<file path="src/rtl/fib_pkg.sv">
// Shared types and constants for the Fibonacci sequencing controller.
package fib_pkg;

  localparam int unsigned FIB_W            = 32;
  localparam int unsigned FIB_MAX_SAFE_IDX = 47;

  typedef enum logic [1:0] {
    StIdle = 2'd0,
    StRun  = 2'd1,
    StDone = 2'd2
  } state_e;

endpackage

</file>
<file path="src/rtl/fib_step.sv">
// Registered previous/present term pair with load/advance enables and overflow tracking.
module fib_step
  import fib_pkg::*;
#(
  parameter int unsigned WIDTH = FIB_W
) (
  input  logic             clk,
  input  logic             rst,
  input  logic             load,
  input  logic             advance,
  output logic [WIDTH-1:0] prev,
  output logic [WIDTH-1:0] pres,
  output logic             prev_ovf,
  output logic             pres_ovf
);

  localparam logic [WIDTH-1:0] One = WIDTH'(1);

  logic [WIDTH:0] sum;

  // Top bit of the widened sum is the carry out of the modulo add.
  assign sum = {1'b0, prev} + {1'b0, pres};

  always_ff @(posedge clk) begin
    if (rst || load) begin
      prev     <= '0;
      pres     <= One;
      prev_ovf <= 1'b0;
      pres_ovf <= 1'b0;
    end else if (advance) begin
      prev     <= pres;
      pres     <= sum[WIDTH-1:0];
      prev_ovf <= pres_ovf;
      pres_ovf <= prev_ovf | pres_ovf | sum[WIDTH];
    end
  end

endmodule

</file>
<file path="src/rtl/fib_seq_ctrl.sv">
// Request/response controller sequencing the Fibonacci recurrence for n steps.
module fib_seq_ctrl
  import fib_pkg::*;
#(
  parameter int unsigned WIDTH = FIB_W,
  parameter int unsigned IDX_W = 6
) (
  input  logic             clk,
  input  logic             rst,
  input  logic             req_valid,
  output logic             req_ready,
  input  logic [IDX_W-1:0] req_n,
  input  logic             req_stream,
  input  logic             abort,
  output logic             rsp_valid,
  input  logic             rsp_ready,
  output logic [WIDTH-1:0] rsp_data,
  output logic             rsp_last,
  output logic             rsp_ovf,
  output logic             busy
);

  state_e           state_q, state_d;
  logic [IDX_W-1:0] n_q, cnt_q;
  logic             stream_q;
  logic             load, advance, is_last;
  logic [WIDTH-1:0] prev, pres;
  logic             prev_ovf, pres_ovf;

  fib_step #(
    .WIDTH(WIDTH)
  ) u_step (
    .clk     (clk),
    .rst     (rst),
    .load    (load),
    .advance (advance),
    .prev    (prev),
    .pres    (pres),
    .prev_ovf(prev_ovf),
    .pres_ovf(pres_ovf)
  );

  always_ff @(posedge clk) begin
    if (rst) begin
      state_q  <= StIdle;
      n_q      <= '0;
      cnt_q    <= '0;
      stream_q <= 1'b0;
    end else begin
      state_q <= state_d;
      if (load) begin
        n_q      <= req_n;
        stream_q <= req_stream;
        cnt_q    <= '0;
      end else if (advance) begin
        cnt_q <= cnt_q + IDX_W'(1);
      end
    end
  end

  assign is_last = (cnt_q == n_q);

  // Abort outranks both stepping and the response handshake.
  always_comb begin
    state_d = state_q;
    load    = 1'b0;
    advance = 1'b0;
    unique case (state_q)
      StIdle: begin
        if (req_valid && req_ready) begin
          load    = 1'b1;
          state_d = StRun;
        end
      end
      StRun: begin
        if (abort) begin
          state_d = StIdle;
        end else if (!stream_q) begin
          if (is_last) state_d = StDone;
          else         advance = 1'b1;
        end else if (rsp_ready) begin
          if (is_last) state_d = StIdle;
          else         advance = 1'b1;
        end
      end
      StDone: begin
        if (abort || rsp_ready) state_d = StIdle;
      end
      default: state_d = StIdle;
    endcase
  end

  assign req_ready = (state_q == StIdle) && !abort;
  assign busy      = (state_q != StIdle);
  assign rsp_valid = (state_q == StDone) || ((state_q == StRun) && stream_q);
  assign rsp_last  = (state_q == StDone) || ((state_q == StRun) && stream_q && is_last);
  assign rsp_data  = rsp_valid ? prev : '0;
  assign rsp_ovf   = rsp_valid & prev_ovf;

  logic unused_pres;
  assign unused_pres = ^pres;

endmodule

</file>
<file path="config.mk">
export PLATFORM = sky130hd
export DESIGN_NAME = fib_seq_ctrl
export DESIGN_NICKNAME = d
export VERILOG_FILES = /design/src/rtl/fib_pkg.sv /design/src/rtl/fib_step.sv /design/src/rtl/fib_seq_ctrl.sv
export SDC_FILE = /design/constraint.sdc
export NUM_CORES = 1
export LEC_CHECK = 0
export ABC_AREA = 1
export BUFFER_PORTS_ARGS = -buffer_cell sky130_fd_sc_hd__buf_2
export CAP_MARGIN = 20
export CORE_MARGIN = 3
export CORE_UTILIZATION = 60
export DETAILED_ROUTE_END_ITERATION = 10
export GPL_TIMING_DRIVEN = 0
export HOLD_SLACK_MARGIN = 0.1
export PLACE_DENSITY_LB_ADDON = 0.3
export SYNTH_ARGS = -nofsm -noshare
export SYNTH_HDL_FRONTEND = slang
export SYNTH_SLANG_ARGS = --single-unit
</file>
<file path="constraint.sdc">
create_clock -name clk -period 2.4 [get_ports clk]
set_input_delay 0.12 -clock clk [delete_from_list [all_inputs] [get_ports clk]]
set_output_delay 0.12 -clock clk [all_outputs]
set_load 0.02 [all_outputs]
</file>
## Yosys cells after proc, flatten, opt, wreduce, memory -nomap -nowiden

Cells that the tools add are included.

| operators by class | value |
|---|---|
| $add $sub $neg | 2 |
| equality and inequality tests | 7 |
| mux-type cells | 16 |
| bitwise operators | 3 |
| reduce and logical (&&, ||, !) cells | 13 |

Operator list:

| operator | count |
|---|---|
| $add 32x32->33 | 1 |
| $mux 32 | 1 |
| $mux 2 | 7 |
| $mux 1 | 7 |
| $add 6x1->6 const B | 1 |
| $eq 6x6->1 | 1 |
| $pmux 2 s3 | 1 |
| $logic_and 1x1->1 | 4 |
| $logic_or 1x1->1 | 4 |
| $ne 2x2->1 const B | 2 |
| $ne 4x4->1 const B | 1 |
| $reduce_and 4->1 | 1 |
| $ne 3x3->1 const B | 1 |
| $eq 2x1->1 const B | 1 |
| $eq 2x2->1 const B | 1 |
| $logic_not 2->1 | 1 |
| $or 1x1->1 | 2 |
| $reduce_bool 2->1 | 1 |
| $reduce_or 2->1 | 1 |
| $and 1x1->1 | 1 |
| $logic_not 1->1 | 1 |

| storage, ports and cells | value |
|---|---|
| register bits | 81 |
| bits of input ports | 12 |
| logic and storage cells | 49 |

## Logic depth before layout (Yosys ltp)

Gate-level depths: netlist of run 1.

| logic depth | value |
|---|---|
| depth in word-level cells | 6 |
| mapped depth | 14 |
| gate-level depth less buffers | 14 |

## Cells and area by module

A second synthesis of run 1 with hierarchy kept.

| unflattened totals | value |
|---|---|
| cells, all modules | 1,020 |
| area, all modules | 5,999.5 um2 |

By module, submodules not included:

| module | times used | cells an instance | area each (um2) | seq. area each (um2) |
|---|---|---|---|---|
| fib_step | 1 | 825 | 4,857.2 | 1,321.3 |
| fib_seq_ctrl | 1 | 195 | 1,142.3 | 300.3 |

## Least setup slack after synthesis of run 1

Ideal clock, no wire load.

| timing path | value |
|---|---|
| kind | register -> register |
| start | register u_step.prev[0] |
| end | register u_step.pres[24] |
| setup time | 109 ps |
| arrival time | 1,676 ps |
| required time | 2,291 ps |
| setup slack | 615 ps |
| stages on the path, launching flop included | 15 |
| buffers on the path | 0 |
| period minus slack after synthesis | 1,785 ps |
| path through | dfxtp_1 -> ha_1 -> fa_1 -> nand2_1 -> nand2_1 -> nand3_1 -> nand2_1 -> nand2_1 -> nand2_1 -> nand2_1 -> nand2_1 -> nand2_1 -> nand3_1 -> nand2_1 -> inv_1 |

| on the way | value |
|---|---|
| word-level cells in the longest chain between the ends | 1 |

Ends and longest elaborated chain:

| what | line | RTL |
|---|---|---|
| start, declared | fib_step.sv:11 | `output logic [WIDTH-1:0] prev,` |
| start signal, assigned | fib_step.sv:31 | `prev <= pres;` |
| $add 32x32->33 | fib_step.sv:22 | `assign sum = {1'b0, prev} + {1'b0, pres};` |
| end signal, assigned | fib_step.sv:27 | `pres <= One;` |
| end signal, assigned | fib_step.sv:32 | `pres <= sum[WIDTH-1:0];` |
| end, declared | fib_step.sv:12 | `output logic [WIDTH-1:0] pres,` |

Every way passes these cells.
A chain may end at the register's enable or synchronous reset.

## Worst setup path in the final report of run 1

Same ends and word-level chain as after synthesis.

==> results of run 1 <==
-- kinds of logic (layout without fill, tap and decap cells) --
family / count (synthesis) / after routing
buffers and inverters: 236 / 310
adders and majority gates: 34 / 34
and+or+nand+nor: 473 / 473
xor gates and xnor gates: 22 / 22
DFF: 81 / 81
AOI/OAI and AO/OA: 140 / 140
-- state kept, by name, indices dropped and copies added, names as in the netlist --
register	cells
stream_q	1
u_step.pres	32
cnt_q	6
n_q	6
u_step.pres_ovf	1
u_step.prev	32
state_q	2
u_step.prev_ovf	1
-- layer usage --
metal | wire length [um] | vias up | global-route usage
met4 | 316 | 0 | 0.0931
li1 | - | 3131 | -
met1 | 6990 | 2568 | 0.390
met5 | 0 | - | 0
met3 | 1080 | 33 | 0.0317
met2 | 6470 | 220 | 0.445
-- area by class of cell --
class / instances / area share
Clock inverter: 7 / 0.0132
Tap cell: 129 / 0.0247
Inverter: 209 / 0.120
Multi-Input combinational cell: 669 / 0.501
Buffer: 27 / 0.0215
Timing Repair Buffer: 58 / 0.0521
Clock buffer: 9 / 0.0190
Sequential cell: 81 / 0.248
-- worst paths after layout --
check / depth (start not counted) / to
max: 14 / u_step.pres[24]$_SDFFE_PP0P_
min: 6 / state_q[1]$_SDFFE_PP0P_
max reg2reg: 14 / u_step.pres[24]$_SDFFE_PP0P_
min reg2reg: 2 / n_q[3]$_SDFFE_PP0P_
-- layout by cell type, fill, tap and decap left out, types with 2 or more instances in the layout --
master,instances
o21ai_0,37
nor2_1,84
dlygate4sd3_1,10
clkinv_4,2
buf_4,2
nor3_1,4
inv_8,2
buf_6,2
xnor2_1,4
nand2_1,318
clkbuf_8,9
and2_1,2
buf_2,60
a21oi_1,91
nand3b_1,2
xor2_1,18
nand3_1,51
buf_1,3
and3_1,2
nand2_2,2
inv_2,3
inv_1,206
a21oi_2,7
nor3_2,2
ha_1,33
clkbuf_1,7
dfxtp_1,81
or2_2,2
o21ai_1,4
-- repair_timing --
| action | CTS | global route |
|---|---|---|
| hold buffers | 10 | 0 |
| hold endpoints to repair | 7 | 0 |
| resized for setup | 0 | 0 |
| setup endpoints to repair | 0 | 0 |
-- power by group through the flow --
stage	Clock (mW)	Combinational [mW]	Sequential [mW]
after floorplan	0	0.223	1.43
after global placement	0	0.299	1.43
after CTS	1.10	0.319	1.40
after global routing	1.15	0.364	1.41
final	1.09	0.322	1.40
after detailed placement	0	0.306	1.43
-- stage by stage --
step | instance area (sq um) | worst slack [ns] | cells
after floorplan | 5820 | 0.615 | 986
after global placement | 6220 | 0.295 | 1163
after detailed placement | 6220 | 0.261 | 1163
after CTS | 6530 | 0.233 | 1189
after global routing | 6530 | 0.0733 | 1189
final | 6530 | 0.184 | 1189
-- worst min-delay path: cells and delay by family --
kind | cells | cell delay (ns)
AND/OR/NAND/NOR | 4 | 0.20
AO/OA/AOI/OAI | 1 | 0.11
buffers and inverters | 1 | 0.09
==> flow_metrics.env, run 1 <==
export IMPL_status="completed"
export IMPL_end_kind="flip-flop"
export IMPL_cp_required_ns=2.67
export IMPL_netlist_area_sq_um=5820
export IMPL_synth_top_cell_by_area="dfxtp_1"
export IMPL_antenna_found_initial=0
export IMPL_n_antenna_cell=0
export IMPL_max_freq_mhz=451
export IMPL_clock_path_buffers=2
export IMPL_p_int_mw=1.99
export IMPL_leakage_nw=3.50
export IMPL_io_pins=49
export IMPL_path_clk_slew_ns=0.09
export IMPL_synth_edff_count=0
export IMPL_core_area_sq_um=9330
export IMPL_cts_tree="yes"
export IMPL_grt_max_degree=17
export IMPL_routed_wl_um=14800
export IMPL_h_tree_depth=3
export IMPL_drt_first_pass_iters=5
export IMPL_synth_cell_types=32
export IMPL_cp_num_buf_inv=1
export IMPL_start_util=0.624
export IMPL_drive_gt1_frac=0.0943
export IMPL_ys_seq_area_frac=0.279
export IMPL_postCtsSetupBuffers=0
export IMPL_clkLatencyLatePin_ns=0.37
export IMPL_p_clk_frac=0.388
export IMPL_crit_arrival_ns=2.49
export IMPL_setup_tns_ns=0
export IMPL_clock_sinks=81
export IMPL_fp_dieH_um=104
export IMPL_rrSetupSlack_ns=0.18
export IMPL_hold_slack_ns=0.186
export IMPL_numCtsBuffers=9
export IMPL_post_route_util=0.700
export IMPL_synth_xor_area_share=0.0331
export IMPL_layout_nets=1101
export IMPL_grt_pass1_vias=5397
export IMPL_max_cap_violations=0
export IMPL_die_width_um=104
export IMPL_num_vias=5952
export IMPL_skew_ns=0.0141
export IMPL_hold_path_class="in2reg"
export IMPL_finalHoldViolCount=0
export IMPL_period_minus_slack_ns=2.22
export IMPL_clk_root_buffer_cell="clkbuf_8"
export IMPL_die_area_sq_um=10900
export IMPL_rows=35
export IMPL_start_kind="flip-flop"
export IMPL_grt_pass1_wl_um=25300
export IMPL_multi_input_area_sq_um=3270
export IMPL_power_frac_seq=0.498
export IMPL_ant_nets=0
export IMPL_worstPathCellList="ha_1, fa_1, nand2_1, nand2_1, nand3_1, nand2_1, nand2_1, nand2_1, nand2_1, nand2_1, nand2_1, nand3_1, nand2_1, inv_1"
export IMPL_critPathKind="reg2reg"
export IMPL_max_slew_margin=0.586
export IMPL_seqCellArea_sq_um=1620
export IMPL_slew_viol_final=0
export IMPL_synth_area_per_cell_sq_um=5.90
export IMPL_synth_compound_area_frac=0.125
export IMPL_yosys_warnings=0
export IMPL_routedWlPerCell_um=12.5
export IMPL_yosysMostFrequentCell="nand2_1"
export IMPL_p_comb_frac=0.114
export IMPL_synth_top_cell_area_share=0.279
export IMPL_drc=0
export IMPL_p_sw_mw=0.825
export IMPL_synth_top_family_by_area="simple AND/OR/NAND/NOR gates"
export IMPL_hold_start="rsp_ready"
export IMPL_synth_adder_area_share=0.0744
export IMPL_gp_congestion=1.03
export IMPL_finalSetupViolCount=0
export IMPL_cp_common_cell="nand2_1"
export IMPL_rsz0062_at_grt="no"
export IMPL_p_sw_frac=0.293
export IMPL_io_buffer_count=48
export IMPL_synth_top_cells_by_count="nand2_1, inv_1, a21oi_1, nor2_1, dfxtp_1"
export IMPL_worst_slew_pin_slew_ns=0.621
export IMPL_synth_net_count=1032
export IMPL_timing_rr_start="u_step.prev[0]$_SDFFE_PP0P_"
export IMPL_first_iter_violations=434
export IMPL_startpoint="u_step.prev[0]$_SDFFE_PP0P_"
export IMPL_fill_cells=865
export IMPL_peakVddDrop_uv=254
export IMPL_power_density_nw_per_um2=431
export IMPL_syn_instance_count=986
export IMPL_worstPathMaxFanout=4
export IMPL_hpwlAfterDp_um=11400
export IMPL_routed_via_density=5.01
export IMPL_ys_flop_type="dfxtp_1"
export IMPL_final_period_utilization=0.923
export IMPL_synth_async_sr_flop_share=0
export IMPL_grt_overflow_total=0
export IMPL_ys_seq_elements=81
export IMPL_synth_mux_area_frac=0
export IMPL_grt_total_usage=0.279
export IMPL_synth_simple_area_share=0.329
export IMPL_fin_total_pwr_mw=2.82
export IMPL_synth_area_leaders="dfxtp_1, nand2_1, inv_1"
export IMPL_slowest_delay_ns=0.48
export IMPL_area_delta_synth_final_pct=12.2
export IMPL_cp_slowest_cell="fa_1"
export IMPL_cp_top_family="simple AND/OR/NAND/NOR gates"
Note: power is estimated with default switching activity, not from simulation.
==> run 2: changes to the inputs <==
--- a/config.mk
+++ b/config.mk
@@ -13,7 +13,9 @@
 export DETAILED_ROUTE_END_ITERATION = 10
 export GPL_TIMING_DRIVEN = 0
 export HOLD_SLACK_MARGIN = 0.1
+export MAX_ROUTING_LAYER = met4
 export PLACE_DENSITY_LB_ADDON = 0.3
+export SKIP_LAST_GASP = 1
 export SYNTH_ARGS = -nofsm -noshare
 export SYNTH_HDL_FRONTEND = slang
 export SYNTH_SLANG_ARGS = --single-unit
==> flow_metrics.env, run 2 (synthesized netlist as in run 1, its figures left out) <==
export IMPL_status="completed"
export IMPL_whs_path_depth=4
export IMPL_cp_slowest_cell="fa_1"
export IMPL_clock_sinks=81
export IMPL_gp_congestion=1.02
export IMPL_grt_total_usage=0.289
export IMPL_clk_root_buffer_cell="clkbuf_8"
export IMPL_max_slew_margin=0.555
export IMPL_max_freq_mhz=453
export IMPL_r2r_cells=14
export IMPL_top_regs="u_step.pres (32), u_step.prev (32)"
export IMPL_drc=0
export IMPL_period_minus_slack_ns=2.21
export IMPL_post_route_util=0.700
export IMPL_cts_tree="yes"
export IMPL_final_period_utilization=0.919
export IMPL_die_width_um=104
export IMPL_numCtsBuffers=9
export IMPL_ctsHoldBuffers=10
export IMPL_max_cap_violations=0
export IMPL_io_buffer_count=48
export IMPL_cts_resized=0
export IMPL_final_cell_mix="nand2_1, inv_1, a21oi_1"
export IMPL_postCtsSetupBuffers=0
export IMPL_hold_start="req_valid"
export IMPL_hold_end="n_q[0]$_SDFFE_PP0P_"
export IMPL_io_pins=49
export IMPL_hold_slack_ns=0.172
export IMPL_finalHoldViolCount=0
export IMPL_cp_common_cell="nand2_1"
export IMPL_slew_viol_final=0
export IMPL_setup_tns_ns=0
export IMPL_grt_max_degree=17
export IMPL_n_antenna_cell=0
export IMPL_layout_commonest_cell="nand2_1"
export IMPL_crit_arrival_ns=2.48
export IMPL_start_util=0.624
export IMPL_end_kind="flip-flop"
export IMPL_cp_required_ns=2.68
export IMPL_fp_dieH_um=104
export IMPL_fin_total_pwr_mw=2.82
export IMPL_power_density_nw_per_um2=431
export IMPL_worstPathCellList="ha_1, fa_1, nand2_1, nand2_1, nand3_1, nand2_1, nand2_1, nand2_1, nand2_1, nand2_1, nand2_1, nand3_1, nand2_1, inv_1"
export IMPL_h_tree_depth=3
export IMPL_timing_rr_start="u_step.prev[0]$_SDFFE_PP0P_"
export IMPL_pre_cts_ws_ns=0.267
export IMPL_clkLatencyLatePin_ns=0.37
export IMPL_hold_path_class="in2reg"
export IMPL_hpwlAfterDp_um=11500
export IMPL_ant_nets=0
export IMPL_fin_area_sq_um=6530
export IMPL_peakVddDrop_uv=318
export IMPL_worst_slew_pin_slew_ns=0.668
export IMPL_placed_area_sq_um=6220
export IMPL_multi_input_area_sq_um=3270
export IMPL_routed_via_density=4.98
export IMPL_num_vias=5920
export IMPL_core_area_sq_um=9330
export IMPL_rsz0062_at_grt="no"
export IMPL_rows=35
export IMPL_critPathKind="reg2reg"
export IMPL_grt_pass1_vias=5441
export IMPL_start_kind="flip-flop"
export IMPL_drt_first_pass_iters=5
export IMPL_reg2reg_to="u_step.pres[24]$_SDFFE_PP0P_"
export IMPL_worstPathMaxFanout=4
export IMPL_clock_path_buffers=2
export IMPL_first_iter_violations=399
export IMPL_grt_overflow_total=0
export IMPL_antenna_found_initial=0
export IMPL_path_clk_slew_ns=0.10
export IMPL_seqCellArea_sq_um=1620
export IMPL_area_delta_synth_final_pct=12.2
export IMPL_fin_ws_ns=0.193
export IMPL_layout_nets=1101
export IMPL_leakage_nw=3.50
export IMPL_fill_cells=892
export IMPL_die_area_sq_um=10900
export IMPL_routedWlPerCell_um=12.5
export IMPL_finalSetupViolCount=0
export IMPL_final_cell_count_no_fill=1189
export IMPL_routed_wl_um=14800
export IMPL_rrSetupSlack_ns=0.19
export IMPL_grt_pass1_wl_um=25300
export IMPL_skew_ns=0.0131
export IMPL_slowest_delay_ns=0.47
export IMPL_placedCellCount=1163
export IMPL_drive_gt1_frac=0.0943
==> run 2: cell counts in the layout (fill, tap and decap cells not counted) <==
Identical to the previous run, type by type.
==> run 2: area by class of cell <==
type	count	share of cell area
clock buffers	9	0.0190
well taps	129	0.0247
plain buffers	27	0.0215
repair buffers	58	0.0521
inverters	209	0.120
multi-input cells	669	0.501
clock inverters	7	0.0132
flip-flops and latches	81	0.248
==> run 2: critical path: cells and delay by family (launching register included) <==
kind                       cells  cell delay [ns]
and+or+nand+nor               11             1.04
adders and majority gates      2             0.71
DFF                            1             0.33
buffers and inverters          1             0.03
==> run 2: metal layers <==
layer	vias to the layer above	GRT usage	share of wire
met3	24	0.0379	0.064
met4	0	0.0950	0.021
met1	2596	0.394	0.48
met2	181	0.445	0.43
li1	3119	-	-
met5	-	-	0
==> run 2: report_power, final <==
part           switching [mW]  total, mW  internal [mW]
Sequential             0.0228       1.40           1.38
Clock                   0.588       1.09          0.503
Combinational           0.213      0.324          0.111
Total                   0.823       2.82           1.99
==> run 2: worst max-delay path by stage <==
stage	startpoint	to	slack, ns	cells past startpoint
3_5_place_dp	u_step.prev[0]$_SDFFE_PP0P_	u_step.pres[24]$_SDFFE_PP0P_	0.27	14
3_3_place_gp	u_step.pres[0]$_SDFFE_PP1P_	u_step.pres[24]$_SDFFE_PP0P_	0.28	14
4_1_cts	u_step.prev[0]$_SDFFE_PP0P_	u_step.pres[24]$_SDFFE_PP0P_	0.26	14
2_1_floorplan	u_step.prev[0]$_SDFFE_PP0P_	u_step.pres[24]$_SDFFE_PP0P_	0.62	14
6_report	u_step.prev[0]$_SDFFE_PP0P_	u_step.pres[24]$_SDFFE_PP0P_	0.19	14
5_1_grt	u_step.prev[0]$_SDFFE_PP0P_	u_step.pres[24]$_SDFFE_PP0P_	0.05	14
